## src/rtl/ps2_pkg.sv

```systemverilog
// Shared PS/2 definitions: host-transmit FSM states, command bytes,
// keyboard scan codes used by the receiver, and default timing values.
package ps2_pkg;

    typedef enum logic [2:0] {
        IDLE,
        INHIBIT,
        START,
        SHIFT,
        ACK,
        WAIT_IDLE
    } ps2_tx_state_e;

    localparam logic [7:0] CMD_SET_LEDS = 8'hED;
    localparam logic [7:0] CMD_RESET    = 8'hFF;
    localparam logic [7:0] CMD_ECHO     = 8'hEE;

    localparam logic [7:0] BREAK = 8'hF0;
    localparam logic [7:0] UP    = 8'h75;
    localparam logic [7:0] LEFT  = 8'h6B;
    localparam logic [7:0] DOWN  = 8'h72;
    localparam logic [7:0] RIGHT = 8'h74;

    localparam int unsigned DEF_INHIBIT_CYCLES    = 5000;
    localparam int unsigned DEF_START_HOLD_CYCLES = 50;
    localparam int unsigned DEF_TIMEOUT_CYCLES    = 750000;
    localparam int unsigned DEF_FILTER_LEN        = 8;
    localparam int unsigned DEF_MAX_RETRIES       = 2;

    // Bits shifted out after the start bit, LSB first: data, odd parity, stop.
    function automatic logic [9:0] ps2_tx_frame(input logic [7:0] data);
        return {1'b1, ~^data, data};
    endfunction

endpackage

```

## src/rtl/ps2_line_filter.sv

```systemverilog
// PS/2 line conditioning: 2-flop synchronizers on clock and data, a
// FILTER_LEN-sample debounce on the clock and a filtered falling-edge pulse.
module ps2_line_filter #(
    parameter int unsigned FILTER_LEN = 8
) (
    input  logic clk,
    input  logic reset,
    input  logic ps2_clk_in,
    input  logic ps2_dat_in,
    output logic clk_filt,
    output logic clk_fe,
    output logic dat_sync
);

    localparam int unsigned FW = $clog2(FILTER_LEN + 1);

    logic [1:0]    clk_sync_q, clk_sync_d;
    logic [1:0]    dat_sync_q, dat_sync_d;
    logic          filt_q, filt_d;
    logic          fe_q, fe_d;
    logic [FW-1:0] cnt_q, cnt_d;

    always_comb begin
        clk_sync_d = {clk_sync_q[0], ps2_clk_in};
        dat_sync_d = {dat_sync_q[0], ps2_dat_in};
        filt_d     = filt_q;
        cnt_d      = '0;
        // Level flips only after FILTER_LEN consecutive samples disagree with it.
        if (clk_sync_q[1] != filt_q) begin
            if (cnt_q == FW'(FILTER_LEN - 1)) begin
                filt_d = clk_sync_q[1];
            end else begin
                cnt_d = cnt_q + FW'(1);
            end
        end
        fe_d = filt_q & ~filt_d;
    end

    always_ff @(posedge clk or posedge reset) begin
        if (reset) begin
            clk_sync_q <= '1;
            dat_sync_q <= '1;
            filt_q     <= 1'b1;
            fe_q       <= 1'b0;
            cnt_q      <= '0;
        end else begin
            clk_sync_q <= clk_sync_d;
            dat_sync_q <= dat_sync_d;
            filt_q     <= filt_d;
            fe_q       <= fe_d;
            cnt_q      <= cnt_d;
        end
    end

    assign clk_filt = filt_q;
    assign clk_fe   = fe_q;
    assign dat_sync = dat_sync_q[1];

endmodule

```

## src/rtl/ps2_host_tx.sv

```systemverilog
// Host-to-device PS/2 command transmitter with open-drain output enables.
// Optional automatic retry on failure is enabled by defining PS2_TX_RETRY_EN.
module ps2_host_tx
    import ps2_pkg::*;
#(
    parameter int unsigned INHIBIT_CYCLES    = DEF_INHIBIT_CYCLES,
    parameter int unsigned START_HOLD_CYCLES = DEF_START_HOLD_CYCLES,
    parameter int unsigned TIMEOUT_CYCLES    = DEF_TIMEOUT_CYCLES,
    parameter int unsigned FILTER_LEN        = DEF_FILTER_LEN,
    parameter int unsigned MAX_RETRIES       = DEF_MAX_RETRIES
) (
    input  logic       clk,
    input  logic       reset,
    input  logic       send_valid,
    input  logic [7:0] send_data,
    input  logic       ps2_clk_in,
    input  logic       ps2_dat_in,
    output logic       ps2_clk_oe,
    output logic       ps2_dat_oe,
    output logic       send_ready,
    output logic       tx_busy,
    output logic       tx_done,
    output logic       tx_error
);

    localparam int unsigned PHASE_MAX = (INHIBIT_CYCLES > START_HOLD_CYCLES) ?
                                        INHIBIT_CYCLES : START_HOLD_CYCLES;
    localparam int unsigned PW = $clog2(PHASE_MAX + 1);
    localparam int unsigned TW = $clog2(TIMEOUT_CYCLES + 1);
    localparam int unsigned RW = $clog2(MAX_RETRIES + 2);
`ifdef PS2_TX_RETRY_EN
    localparam logic [RW-1:0] RETRY_LIMIT = RW'(MAX_RETRIES);
`else
    localparam logic [RW-1:0] RETRY_LIMIT = '0;
`endif

    logic clk_filt;
    logic clk_fe;
    logic dat_sync;

    ps2_line_filter #(
        .FILTER_LEN(FILTER_LEN)
    ) u_filter (
        .clk       (clk),
        .reset     (reset),
        .ps2_clk_in(ps2_clk_in),
        .ps2_dat_in(ps2_dat_in),
        .clk_filt  (clk_filt),
        .clk_fe    (clk_fe),
        .dat_sync  (dat_sync)
    );

    ps2_tx_state_e state_q, state_d;
    logic [9:0]    frame_q, frame_d;
    logic [3:0]    idx_q, idx_d;
    logic [PW-1:0] phase_q, phase_d;
    logic [TW-1:0] to_cnt_q, to_cnt_d;
    logic [RW-1:0] retry_q, retry_d;
    logic          ack_ok_q, ack_ok_d;
    logic          clk_oe_q, clk_oe_d;
    logic          dat_oe_q, dat_oe_d;
    logic          ready_q, ready_d;
    logic          busy_q, busy_d;
    logic          done_q, done_d;
    logic          err_q, err_d;
    logic          fail;

    always_comb begin
        state_d  = state_q;
        frame_d  = frame_q;
        idx_d    = idx_q;
        phase_d  = phase_q;
        to_cnt_d = to_cnt_q;
        retry_d  = retry_q;
        ack_ok_d = ack_ok_q;
        clk_oe_d = clk_oe_q;
        dat_oe_d = dat_oe_q;
        ready_d  = ready_q;
        busy_d   = busy_q;
        done_d   = 1'b0;
        err_d    = 1'b0;
        fail     = 1'b0;

        case (state_q)
            IDLE: begin
                if (send_valid && ready_q) begin
                    frame_d  = ps2_tx_frame(send_data);
                    retry_d  = '0;
                    ready_d  = 1'b0;
                    busy_d   = 1'b1;
                    clk_oe_d = 1'b1;
                    phase_d  = '0;
                    state_d  = INHIBIT;
                end
            end
            INHIBIT: begin
                phase_d = phase_q + PW'(1);
                if (phase_q == PW'(INHIBIT_CYCLES - 1)) begin
                    dat_oe_d = 1'b1;
                    phase_d  = '0;
                    state_d  = START;
                end
            end
            START: begin
                phase_d = phase_q + PW'(1);
                if (phase_q == PW'(START_HOLD_CYCLES - 1)) begin
                    clk_oe_d = 1'b0;
                    to_cnt_d = '0;
                    idx_d    = '0;
                    state_d  = SHIFT;
                end
            end
            SHIFT: begin
                if (clk_fe) begin
                    dat_oe_d = ~frame_q[idx_q];
                    idx_d    = idx_q + 4'd1;
                    if (idx_q == 4'd9) begin
                        state_d = ACK;
                    end
                end
            end
            ACK: begin
                if (clk_fe) begin
                    ack_ok_d = ~dat_sync;
                    state_d  = WAIT_IDLE;
                end
            end
            WAIT_IDLE: begin
                if (clk_filt && dat_sync) begin
                    if (ack_ok_q) begin
                        done_d  = 1'b1;
                        ready_d = 1'b1;
                        busy_d  = 1'b0;
                        state_d = IDLE;
                    end else begin
                        fail = 1'b1;
                    end
                end
            end
            default: state_d = IDLE;
        endcase

        if (state_q inside {SHIFT, ACK, WAIT_IDLE}) begin
            to_cnt_d = to_cnt_q + TW'(1);
            if (to_cnt_q == TW'(TIMEOUT_CYCLES - 1)) begin
                fail = 1'b1;
            end
        end

        // A timeout overrides a completion landing in the same cycle.
        if (fail) begin
            clk_oe_d = 1'b0;
            dat_oe_d = 1'b0;
            done_d   = 1'b0;
            phase_d  = '0;
            if (retry_q != RETRY_LIMIT) begin
                retry_d  = retry_q + RW'(1);
                clk_oe_d = 1'b1;
                state_d  = INHIBIT;
            end else begin
                err_d   = 1'b1;
                ready_d = 1'b1;
                busy_d  = 1'b0;
                state_d = IDLE;
            end
        end
    end

    always_ff @(posedge clk or posedge reset) begin
        if (reset) begin
            state_q  <= IDLE;
            frame_q  <= '0;
            idx_q    <= '0;
            phase_q  <= '0;
            to_cnt_q <= '0;
            retry_q  <= '0;
            ack_ok_q <= 1'b0;
            clk_oe_q <= 1'b0;
            dat_oe_q <= 1'b0;
            ready_q  <= 1'b1;
            busy_q   <= 1'b0;
            done_q   <= 1'b0;
            err_q    <= 1'b0;
        end else begin
            state_q  <= state_d;
            frame_q  <= frame_d;
            idx_q    <= idx_d;
            phase_q  <= phase_d;
            to_cnt_q <= to_cnt_d;
            retry_q  <= retry_d;
            ack_ok_q <= ack_ok_d;
            clk_oe_q <= clk_oe_d;
            dat_oe_q <= dat_oe_d;
            ready_q  <= ready_d;
            busy_q   <= busy_d;
            done_q   <= done_d;
            err_q    <= err_d;
        end
    end

    assign ps2_clk_oe = clk_oe_q;
    assign ps2_dat_oe = dat_oe_q;
    assign send_ready = ready_q;
    assign tx_busy    = busy_q;
    assign tx_done    = done_q;
    assign tx_error   = err_q;

endmodule

```

## config.mk

```make
export PLATFORM = sky130hd
export DESIGN_NAME = ps2_host_tx
export DESIGN_NICKNAME = d
export VERILOG_FILES = /design/src/rtl/ps2_pkg.sv /design/src/rtl/ps2_line_filter.sv /design/src/rtl/ps2_host_tx.sv
export SDC_FILE = /design/constraint.sdc
export NUM_CORES = 1
export LEC_CHECK = 0
export ABC_AREA = 1
export CORE_UTILIZATION = 40
export DETAILED_ROUTE_END_ITERATION = 10
export PLACE_DENSITY_LB_ADDON = 0.15
export RECOVER_POWER = 50
export SLEW_MARGIN = 15
export SYNTH_ARGS = -nofsm -noshare
export SYNTH_HDL_FRONTEND = slang
export SYNTH_SLANG_ARGS = --single-unit
```

## constraint.sdc

```tcl
create_clock -name clk -period 1.8 [get_ports clk]
set_input_delay 0.18 -clock clk [delete_from_list [all_inputs] [get_ports clk]]
set_output_delay 0.18 -clock clk [all_outputs]
set_load 0.02 [all_outputs]
```

# Word-level counts from Yosys, hierarchy flattened
# Cells that the tools add are included.
# Widths: inputs -> output; s select.
[word_totals]
ff_bits = 69
out_inout_bits = 6
elab_cells = 132
input_bits = 13
[classes]
eq_ne = 21
magnitude_cmp = 1
bitwise = 4
n_addsub = 5
mux = 63
reduce_logical = 20
[op_table]
columns = ["operator", "count"]
rows = [
  ["$mux 20", 3],
  ["$mux 13", 3],
  ["$pmux 13 s3", 1],
  ["$mux 1", 32],
  ["$mux 3", 9],
  ["$add 20x1->20 const B", 1],
  ["$eq 20x20->1 const B", 1],
  ["$ne 3x3->1 const B", 6],
  ["$pmux 3 s6", 1],
  ["$mux 4", 4],
  ["$add 13x1->13 const B", 1],
  ["$eq 13x13->1 const B", 1],
  ["$eq 13x6->1 const B", 1],
  ["$reduce_and 3->1", 3],
  ["$reduce_bool 3->1", 3],
  ["$add 4x1->4 const B", 2],
  ["$mux 2", 4],
  ["$pmux 1 s2", 4],
  ["$pmux 4 s2", 1],
  ["$reduce_and 2->1", 4],
  ["$reduce_and 8->1", 1],
  ["$reduce_bool 2->1", 4],
  ["$reduce_xnor 8->1", 1],
  ["$eq 3x2->1 const B", 2],
  ["other kinds (16)", 21],
]

# Logic depth before layout (Yosys ltp)
# Gate-level depths: netlist (run 1).
[depth]
depth_word = 7
depth_mapped = 12
ltp_nobuf = 12

# Modules after synthesis
# A second synthesis (run 1) with hierarchy kept.
[unflattened]
cells_unflattened = 552
area_unflattened_um2 = 4124.0
[by_module_without_submodules]
columns = ["module", "cells_per_inst", "seq_area_each_um2", "instances", "area_each_um2"]
rows = [
  ["ps2_host_tx", 518, 1477.7, 1, 3733.6],
  ["ps2_line_filter", 34, 256.5, 1, 390.4],
]

# Least setup slack after synthesis (run 1)
# Ideal clock, no wire load.
[synth_path]
path_type = "register to register"
start = "reg phase_q[0]"
end = "reg phase_q[8]"
required_ns = 1.683
slack_ns = 0.279
period_less_slack_ns = 1.521
stages_incl_launch_ff = 11
arrival_ns = 1.404
setup_ns = 0.117
n_path_buf = 0
cell_sequence = "dfrtp_1 ha_1 nand2_1 nor2_1 nand2_1 nor2_1 nand2_1 nand3_1 o21ai_0 inv_1 nand2_1"
[synth_between]
elab_chain_len = 4
word_cells_on_any_way = 5
cone_classes = "add/sub: 1; eq/ne: 1; mux: 3"
[synth_lines]
columns = ["element", "line", "rtl"]
rows = [
  ["start, declared", "ps2_host_tx.sv:56", "logic [PW-1:0] phase_q, phase_d;"],
  ["start signal, assigned", "ps2_host_tx.sv:188", "phase_q <= phase_d;"],
  ["$add 13x1->13 or $eq 13x13->1 (tied branches)", "ps2_host_tx.sv:97, ps2_host_tx.sv:105, ps2_host_tx.sv:98", ""],
  ["$mux 13", "ps2_host_tx.sv:98", "if (phase_q == PW'(INHIBIT_CYCLES - 1)) begin"],
  ["$pmux 13 s3 *", "ps2_host_tx.sv:84", "case (state_q)"],
  ["$mux 13 *", "ps2_host_tx.sv:151", "if (fail) begin"],
]
# Every way passes the cells marked *; elsewhere a longest branch is shown, timed or not.
# A chain may end at the register's enable or synchronous reset.

# Worst setup path after layout (run 1)
[layout_path]
start = "reg phase_q[0]"
end = "reg state_q[0]"
[layout_between]
elab_chain_len = 3
word_cells_on_any_way = 5
cone_classes = "eq/ne: 4; reduce/logical: 1"
[layout_lines]
columns = ["element", "line", "rtl"]
rows = [
  ["$eq 13x6->1 or $eq 13x13->1 (tied branches)", "ps2_host_tx.sv:106, ps2_host_tx.sv:98", ""],
  ["$ne 3x3->1 (no source line)", "-", ""],
  ["$reduce_and 8->1 (no source line) *", "-", ""],
  ["end signal, assigned", "ps2_host_tx.sv:185", "state_q <= state_d;"],
  ["end, declared", "ps2_host_tx.sv:53", "ps2_tx_state_e state_q, state_d;"],
]
# Marked as above.

==> results.py, run 1 <==
metrics = {
    "outcome": {
        "status": "completed",
    },
    "place": {
        "dpl.hpwl_um": 6740,
        "placed_area_mm2": 0.00448,
        "gp_congestion": 0.939,
        "io_buffer_count": 18,
    },
    "setup_path": {
        "startpoint_type": "flip-flop",
        "crit_chain": "ha_2, nand2_2, nor2_1, nand3_1, nand2_1, nand2_1, inv_1, nand2_1, nand2_1, nand2_1, nand2_1",
        "critPathKind": "flip-flop to flip-flop",
        "worstPathMaxFanout": 5,
        "critPathTopFamily": "simple AND/OR/NAND/NOR gates",
        "worstPathRequired_ns": 2.08,
        "critPathCaptureType": "flip-flop",
        "cp_num_buf_inv": 1,
        "path_common_cell": "nand2_1",
        "critPathArrivalTime_ns": 1.94,
        "critPathSlowestCell": "dfrtp_2",
        "critPathMaxStageDelay_ns": 0.40,
    },
    "yosys": {
        "ys_warn_count": 0,
        "synth_seq_area_share_pct": 43.1,
        "avgSynthCellArea_um2": 7.33,
        "syn_area_mm2": 0.00403,
        "synth_cells": 549,
        "synth_area_leader_cell": "dfrtp_1",
        "netlist_top_cells_area": "dfrtp_1 39%, nand2_1 13%, nand3_1 9.1%, inv_1 6.3%, nor2_1 4.8%",
        "synth_fp_nets": 570,
        "yosys_register_bits": 69,
        "synth_top_cell_area_share_pct": 39.2,
        "ys_types": 34,
    },
    "flow_run": {
        "maxCapViolations": 0,
    },
    "clock_network": {
        "root_buffer": "clkbuf_8",
        "clock-sinks": 69,
        "clk_pin_slew_ns": 0.09,
        "h-tree-depth": 3,
        "cts_buffers": 9,
        "insertion_delay_ns": 0.35,
        "holdBufCountCts": 0,
        "cts_tree": "yes",
        "clk_path_buf_depth": 2,
    },
    "final_layout": {
        "antenna_cells": 0,
        "nNetsFinal": 615,
        "nFillCells": 968,
        "area_growth_pct": 19.9,
        "layout_common_cells": "137 x nand2_1, 69 x nand3_1, 65 x inv_1, 59 x dfrtp_1, 47 x nor2_1",
        "design_area_mm2": 0.00483,
        "layout_commonest_cell": "nand2_1",
        "drive_gt1_share_pct": 15.0,
    },
    "timing": {
        "fin_setup_tns_ns": 0,
        "setup_violations": 0,
        "skew_ns": 0.0124,
        "period_needed_ns": 1.67,
        "hold_viol": 0,
        "rsz0062_at_grt": "false",
        "maxSlewViolCount": 0,
        "max_freq_mhz": 600,
        "slew_headroom_pct": 36.6,
        "period_share_pct": 92.6,
        "worstMarginPinSlew_ns": 0.951,
    },
    "die": {
        "fp-row-count": 36,
        "die_h_um": 102,
        "ios": 19,
        "initial_core_util_pct": 41.2,
        "die_width_um": 102,
        "coreArea_mm2": 0.00977,
        "die_area_mm2": 0.0105,
    },
    "drt": {
        "drtIter0Drc": 152,
        "drc": 0,
        "vias": 3631,
        "viasPerCell": 4.96,
        "wl_per_cell_um": 12.6,
        "first_pass_iters": 4,
        "wl_um": 9250,
        "antenna_left": 0,
    },
    "global_route": {
        "grt_pass1_wl_um": 15900,
        "overflow": 0,
        "globalRouteTotalUtil_pct": 19.4,
        "grt_pass1_vias": 3412,
        "antenna_found_initial": 0,
        "grt_max_degree": 70,
    },
    "pwr": {
        "powerDensity_mw_per_mm2": 1260,
        "leakage_nw": 2.22,
        "ir_drop_uv": 687,
    },
    "hold_path": {
        "min_path_type": "flip-flop to flip-flop",
    },
}
==> per-stage QoR <==
| stage | cells | power (mW) | hold slack (ns) | worst slack (ns) | utilization, % |
|---|---|---|---|---|---|
| after floorplan | 549 | 3.84 | 0.184 | 0.279 | - |
| after global placement | 710 | 4.52 | 0.349 | 0.115 | 45.8 |
| after detailed placement | 710 | 4.57 | 0.348 | 0.0574 | 45.8 |
| after CTS | 726 | 6.04 | 0.234 | 0.0368 | 48.1 |
| after global routing | 732 | 6.61 | 0.362 | 0.00162 | 49.4 |
| final | 732 | 6.09 | 0.353 | 0.134 | 49.4 |
==> cell usage after synthesis <==
library cell,instances
clkbuf_1,3
dfrtp_1,63
nand3_1,73
nand3_2,4
nor3_1,16
nor3_4,1
o21ai_1,6
a21oi_1,22
nand2_4,1
nand2_1,138
nand4_1,9
nor3_2,1
or2_0,1
o31ai_1,1
inv_1,68
o21ai_0,31
nand3_4,1
nor2_2,2
inv_2,7
xnor2_1,8
nor2_4,1
o21a_1,1
nand2_2,1
and2_1,1
buf_6,1
nand3b_1,1
buf_2,3
ha_1,8
xor2_1,4
o21bai_1,2
o211ai_1,6
dfstp_2,6
nor2_1,52
or2_2,6
==> path summary, 6_finish.rpt <==
kind                                             startpoint                          endpoint  slack (ns)  cells past startpoint
setup / recovery                     phase_q[0]$_DFFE_PP0P_            state_q[0]$_DFFE_PP0P_        0.13                     11
hold / removal             u_filter.clk_sync_q[0]$_DFF_PP1_  u_filter.clk_sync_q[1]$_DFF_PP1_        0.35                      0
setup reg to reg                     phase_q[0]$_DFFE_PP0P_            state_q[0]$_DFFE_PP0P_        0.13                     11
hold reg to reg            u_filter.clk_sync_q[0]$_DFF_PP1_  u_filter.clk_sync_q[1]$_DFF_PP1_        0.35                      0
max in group asynchronous                             reset            state_q[2]$_DFFE_PP0P_        0.48                      3
min in group asynchronous                             reset                 tx_busy$_DFF_PP0_        0.63                      3
==> cells by family (layout without fill, tap and decap cells) <==
family	count (synthesis)	in the layout	share of synthesized area (%)
AOI/OAI and AO/OA	69	69	9.20
xor gates and xnor gates	12	12	2.61
adders and majority gates	8	8	2.49
buffers and inverters	82	132	7.92
DFF	69	69	43.1
and+or+nand+nor	309	309	34.7
==> state kept, by name, indices dropped and copies added (netlist names), 2 cells and up, named ones only <==
| signal | count |
|---|---|
| phase_q | 13 |
| frame_q | 10 |
| u_filter.cnt_q | 4 |
| u_filter.clk_sync_q | 2 |
| u_filter.dat_sync_q | 2 |
| idx_q | 4 |
| state_q | 3 |
| to_cnt_q | 20 |
==> layout make-up <==
| type | instances | area (µm²) | share of cell area (%) |
|---|---|---|---|
| clock buffers | 11 | 141 | 2.93 |
| flip-flops and latches | 69 | 1740 | 36.0 |
| multi-input cells | 398 | 2040 | 42.3 |
| well taps | 133 | 166 | 3.45 |
| inverters | 75 | 285 | 5.91 |
| repair buffers | 41 | 369 | 7.65 |
| clock inverters | 5 | 83.8 | 1.74 |
==> layer usage <==
layer	part of all wire, %	GRT usage, %	vias to the layer above
li1	-	-	1880
met1	48	26.2	1674
met2	47	32.1	67
met3	3.9	3.63	10
met4	1.1	4.73	0
met5	0	0	-
==> worst reg2reg max path, stage by stage, from the launching register on <==
cell and delay, ns:
dfrtp_2 0.40, ha_2 0.23, nand2_2 0.10, nor2_1 0.12, nand3_1 0.16, nand2_1 0.13, nand2_1 0.06, inv_1 0.07
nand2_1 0.11, nand2_1 0.10, nand2_1 0.06, nand2_1 0.06
==> repair_timing <==
item                       4_1_cts  5_1_grt
setup buffers                    0        6
resized for setup                0       24
setup endpoints to repair        0       31
==> power by group <==
part,switching (mW),internal [mW]
Sequential,0.336,1.97
Combinational,1.45,0.882
Clock,0.619,0.824
(Power assumes the default switching activity.)
==> run 2: changes to the inputs <==
--- a/config.mk
+++ b/config.mk
@@ -8,4 +8,5 @@
 export ABC_AREA = 1
 export CORE_UTILIZATION = 40
+export CTS_CLUSTER_DIAMETER = 40
 export DETAILED_ROUTE_END_ITERATION = 10
 export PLACE_DENSITY_LB_ADDON = 0.15
==> constraint.sdc (replaced) <==
create_clock -name clk -period 1.8 [get_ports clk]
set_input_delay 0.18 -clock clk [delete_from_list [all_inputs] [get_ports clk]]
set_output_delay 0.18 -clock clk [all_outputs]
set_load 0.01 [all_outputs]
==> results of run 2 <==
Same layout as run 1 (identical final DEF). Status: completed.
Among the figures that moved: total power 6.09 mW -> 6.06 mW
